## config.mk

```make
export PLATFORM = sky130hd
export DESIGN_NAME = reg_mw
export DESIGN_NICKNAME = d
export VERILOG_FILES = /design/src/rtl/reg_mw_pkg.sv /design/src/rtl/reg_mw.sv
export SDC_FILE = /design/constraint.sdc
export NUM_CORES = 1
export LEC_CHECK = 0
export CORE_UTILIZATION = 33
export DETAILED_ROUTE_END_ITERATION = 7
export GPL_TIMING_DRIVEN = 0
export PLACE_DENSITY = 0.76
export SYNTH_ARGS = -nofsm -noshare
export SYNTH_HDL_FRONTEND = slang
export SYNTH_SLANG_ARGS = --single-unit
```

## constraint.sdc

```tcl
create_clock -name clk -period 1.1 [get_ports clk]
set_input_delay 0.22 -clock clk [delete_from_list [all_inputs] [get_ports clk]]
set_output_delay 0.22 -clock clk [all_outputs]
set_load 0.01 [all_outputs]
```

## src/rtl/reg_mw_pkg.sv

```systemverilog
// reg_mw_pkg: core-wide pipeline constants and the MEM/WB field bundle
package reg_mw_pkg;
    localparam int XLEN   = 32;
    localparam int REG_AW = 5;

    typedef struct packed {
        logic [XLEN-1:0]   alu_data;
        logic [XLEN-1:0]   load_data;
        logic [REG_AW-1:0] rd;
        logic              we;
        logic              ld;
    } mw_bundle;
endpackage

```

## src/rtl/reg_mw.sv

```systemverilog
// reg_mw: MEM/WB pipeline register with stall, flush and pre-muxed writeback data
module reg_mw #(
    parameter int XLEN   = reg_mw_pkg::XLEN,
    parameter int REG_AW = reg_mw_pkg::REG_AW
) (
    input  logic              clk,
    input  logic              rst_n,
    input  logic              stall,
    input  logic              flush,
    input  logic [XLEN-1:0]   alu_data_in,
    input  logic [XLEN-1:0]   load_data_in,
    input  logic [REG_AW-1:0] dest_reg_addr_in,
    input  logic              write_enable_in,
    input  logic              load_enable_in,
    output logic [XLEN-1:0]   alu_data_out,
    output logic [XLEN-1:0]   load_data_out,
    output logic [REG_AW-1:0] dest_reg_addr_out,
    output logic              write_enable_out,
    output logic              load_enable_out,
    output logic [XLEN-1:0]   wb_data_out
);
    typedef struct packed {
        logic [XLEN-1:0]   alu_data;
        logic [XLEN-1:0]   load_data;
        logic [REG_AW-1:0] rd;
        logic              we;
        logic              ld;
    } bundle_t;

    bundle_t d, q;

    // x0 is hardwired to zero, so a write to it is dropped here once for all consumers
    always_comb begin
        d.alu_data  = alu_data_in;
        d.load_data = load_data_in;
        d.rd        = dest_reg_addr_in;
        d.we        = write_enable_in && (dest_reg_addr_in != '0);
        d.ld        = load_enable_in;
    end

    always_ff @(posedge clk)
        if (!rst_n || flush)
            q <= '0;
        else if (!stall)
            q <= d;

    assign alu_data_out      = q.alu_data;
    assign load_data_out     = q.load_data;
    assign dest_reg_addr_out = q.rd;
    assign write_enable_out  = q.we;
    assign load_enable_out   = q.ld;
    assign wb_data_out       = q.ld ? q.load_data : q.alu_data;
endmodule

```

Word level (Yosys, flattened, before mapping)

Index checks and enable logic that the tools add are counted.

Input port bits: 75
Flip-flop bits (word level): 71
Memory bits (writable): 0
Bits in read-only memories: 0
Bits in latches: 0
Output and inout bits: 103
Logic and storage cells: 10
Memories kept: 0

Reductions and logical operators: 4
$add $sub $neg: 0
Order comparisons: 0
Equality and inequality tests: 0
Bitwise gates (word level): 0
Shift operators: 0
Multiply operators: 0
Multiplexer cells: 1
Div/mod/pow operators: 0

Operators by type and width:

| cell               | count |
|---|---|
| 2-to-1 mux 32 bit  | 1 |
| nonzero test 5 bit | 1 |
| logical AND 1 bit  | 1 |
| logical NOT 1 bit  | 1 |
| logical OR 1 bit   | 1 |

Longest topological paths before layout

Depth in word-level cells: 2
Gate-level depth with buffers: 4
Mapped depth without buffers: 3

Worst setup path after synthesis

OpenSTA, ideal clock, no wires.

Kind: register to output
From: reg q, in the netlist load_enable_out
To: out wb_data_out[10]
Arrival: 1.101 ns
Data required time: 0.880 ns
Stages on the path, launching flop included: 4
Path slack: -0.221 ns
Path buffers: 2
Cells stage by stage: dfxtp_1 > buf_2 > buf_2 > mux2_2

Cells in the longest elaborated chain, start to end: 1

Ends and longest elaborated chain:

| what                   | line         | source |
|---|---|---|
| from (decl)            | reg_mw.sv:30 | `bundle_t d, q;` |
| from (signal assigned) | reg_mw.sv:43 | `q <= '0;` |
| from (signal assigned) | reg_mw.sv:45 | `q <= d;` |
| 2-to-1 mux 32 bit      | reg_mw.sv:52 | `assign wb_data_out = q.ld ? q.load_data : q.alu_data;` |
| to (decl)              | reg_mw.sv:20 | `output logic [XLEN-1:0] wb_data_out` |

No other way between the ends.

Worst setup path after layout

From: reg q, in the netlist load_enable_out
To: out wb_data_out[14]

Same word-level chain as after synthesis.

==> results.cfg <==
[run_status]
status = finished, violations left
failed_checks = setup timing

[global_routing]
antenna_found_initial = 0
grtUsageTotal = 0.205
grt_pass1_wl_um = 13900
grt_overflow = 0
first_global_vias = 2791
grt_max_degree = 12

[timing]
rsz0062_at_grt = yes
setup_viol = 42
finalCritPeriodShare = 1.54
layout_setup_ws_ns = -0.598
hold_viol_final = 0
whs_ns = 0.284
min_period_ns = 1.70
finClkSkew_ns = 0
fmax_mhz = 589
max_slew_margin = 0.877
worst_pin_slew_ns = 0.180
finalMaxSlewViolations = 0

[die]
die_w_um = 95.6
core_area_mm2 = 0.00834
die_area_mm2 = 0.00913
dieHeight_um = 95.6
start_util = 0.346
num_rows = 33
io_pins = 178

[logic_synthesis]
ys_warn_count = 0
yosys_register_bits = 71
syn_avg_cell_area_um2 = 10.7
syn-num-nets = 344
syn_area_mm2 = 0.00289
synthCells = 269
ys_seq_area_frac = 0.492
synthDistinctLibCells = 13

[clock_tree]
cts_max_level = 3
cts_root_buffer = clkbuf_8
clk_latency_ns = 0.33
cts_tree = yes
cts_made_buffers = 9
clk_pin_slew_worst_paths_ns = 0.07
cts_max_path_buffers = 2
clock-sinks = 71

[setup_path]
cp_max_fo = 6
critPathKind = register to primary output
critPathMaxStageDelay_ns = 0.34
worstPathArrival_ns = 1.48
worst_path_max_delay_cell = dfxtp_2
cp_common_cell = buf_12
worstPathCellList = buf_12 > buf_12 > buf_12 > mux2_4 > buf_6
start_kind = register
end_kind = primary output
critPathRequiredTime_ns = 0.88

[route]
drc = 0
ant_nets = 0
drt_iter0_drc = 45
wirelength_um = 9420
drtPass1Iterations = 4
num_vias = 2819
avgViaCountPerCell = 4.62
routedWlPerCell_um = 15.4

[cells_and_area]
final_nets = 576
layout_commonest_cell = buf_6
drive_gt1_frac = 0.560
diodes = 0
nFillCells = 646
syn_to_final_growth_pct = 93.6
most-common-layout-cells = buf_6, mux2i_1, nor2_1, clkdlybuf4s50_1, dfxtp_2

[pwr]
ir_drop_mv = 0.785
power_density_mw_per_mm2 = 1060
p_leak_nw = 2.70
p_total_w = 0.00595

[min_path]
worstHoldPathType = input pin to register

[placed_design]
dp_hpwl_um = 6410
gp_congestion = 0.703
port_buffers = 176

[run]
maxCapViolations = 0
==> cell type report <==
type | instances | area [µm²] | share of cell area
multi-input cells | 178 | 1470 | 0.263
well taps | 105 | 131 | 0.0235
plain buffers | 20 | 195 | 0.0349
repair buffers | 221 | 2090 | 0.374
clock buffers | 11 | 151 | 0.0271
flip-flops and latches | 71 | 1510 | 0.269
clock inverters | 4 | 45.0 | 0.00805
==> critical path, delay by kind of cell (launching register included) <==
family / cells / cell delay, ns
buf+inv: 4 / 0.52
flops: 1 / 0.34
mux: 1 / 0.30
==> logic make-up (layout without fill, tap and decap cells) <==
group / after synthesis / in the layout / share of synthesized area
AND/OR/NAND/NOR: 74 / 74 / 0.0992
multiplexers: 102 / 102 / 0.367
AO/OA/AOI/OAI: 2 / 2 / 0.00346
flip-flops: 71 / 71 / 0.492
buffers and inverters: 20 / 256 / 0.0381
==> Yosys cell counts <==
| master | instances | area, µm² |
|---|---|---|
| clkbuf_1 | 6 | 22.5 |
| buf_2 | 7 | 35.0 |
| nor2_1 | 70 | 263 |
| a21oi_1 | 1 | 5.00 |
| o21ai_1 | 1 | 5.00 |
| nand2_1 | 1 | 3.75 |
| mux2_2 | 32 | 360 |
| or4_1 | 1 | 7.51 |
| buf_4 | 7 | 52.6 |
| nand2b_1 | 1 | 6.26 |
| nor2b_1 | 1 | 6.26 |
| dfxtp_1 | 71 | 1420 |
| mux2i_1 | 70 | 701 |
==> state kept, by name, summed over array words and instances, names as in the netlist <==
| signal | flops |
|---|---|
| load_data_out | 32 |
| dest_reg_addr_out | 5 |
| alu_data_out | 32 |
| load_enable_out | 1 |
| write_enable_out | 1 |
==> per-stage QoR <==
stage	worst slack, ns	instances	utilization	area (µm²)	TNS [ns]
after floorplan	-0.0588	269	-	3040	-1.67
after global placement	-0.618	550	0.591	4930	-52.93
after detailed placement	-0.611	550	0.591	4930	-53.98
after CTS	-0.614	602	0.666	5550	-18.86
after global routing	-0.647	610	0.671	5590	-20.14
final	-0.598	610	0.671	5590	-17.63
==> per-layer routing <==
metal	GRT usage	vias to the layer above	share of wire
met4	0.0634	0	0.011
met5	0	-	0
met1	0.220	1326	0.40
met2	0.386	115	0.52
li1	-	1367	-
met3	0.0542	11	0.067
==> repair_timing <==
| item | in CTS | in global routing |
|---|---|---|
| pin swaps | 3 | 2 |
| resized for setup | 582 | 18 |
| cloned | 3 | 0 |
| setup buffers | 34 | 18 |
| hold buffers | 0 | 0 |
| setup endpoints to repair | 164 | 87 |
==> report_power, final <==
group          internal (W)  switching [W]  leakage [nW]
logic              0.000719       0.000417          1.99
clock network       0.00115       0.000930         0.105
registers           0.00267      0.0000643         0.608
==> worst paths after layout <==
check / from / end / slack (ns) / depth (start not counted)
max: load_enable_out$_SDFFE_PP0N_ / wb_data_out[14] / -0.60 / 5
min: dest_reg_addr_in[2] / dest_reg_addr_out[2]$_SDFFE_PP0N_ / 0.28 / 3
max reg2reg: load_enable_out$_SDFFE_PP0N_ / load_enable_out$_SDFFE_PP0N_ / 0.09 / 5
min reg2reg: write_enable_out$_SDFFE_PP0N_ / write_enable_out$_SDFFE_PP0N_ / 0.47 / 2
Note: power is estimated with default switching activity, not from simulation.
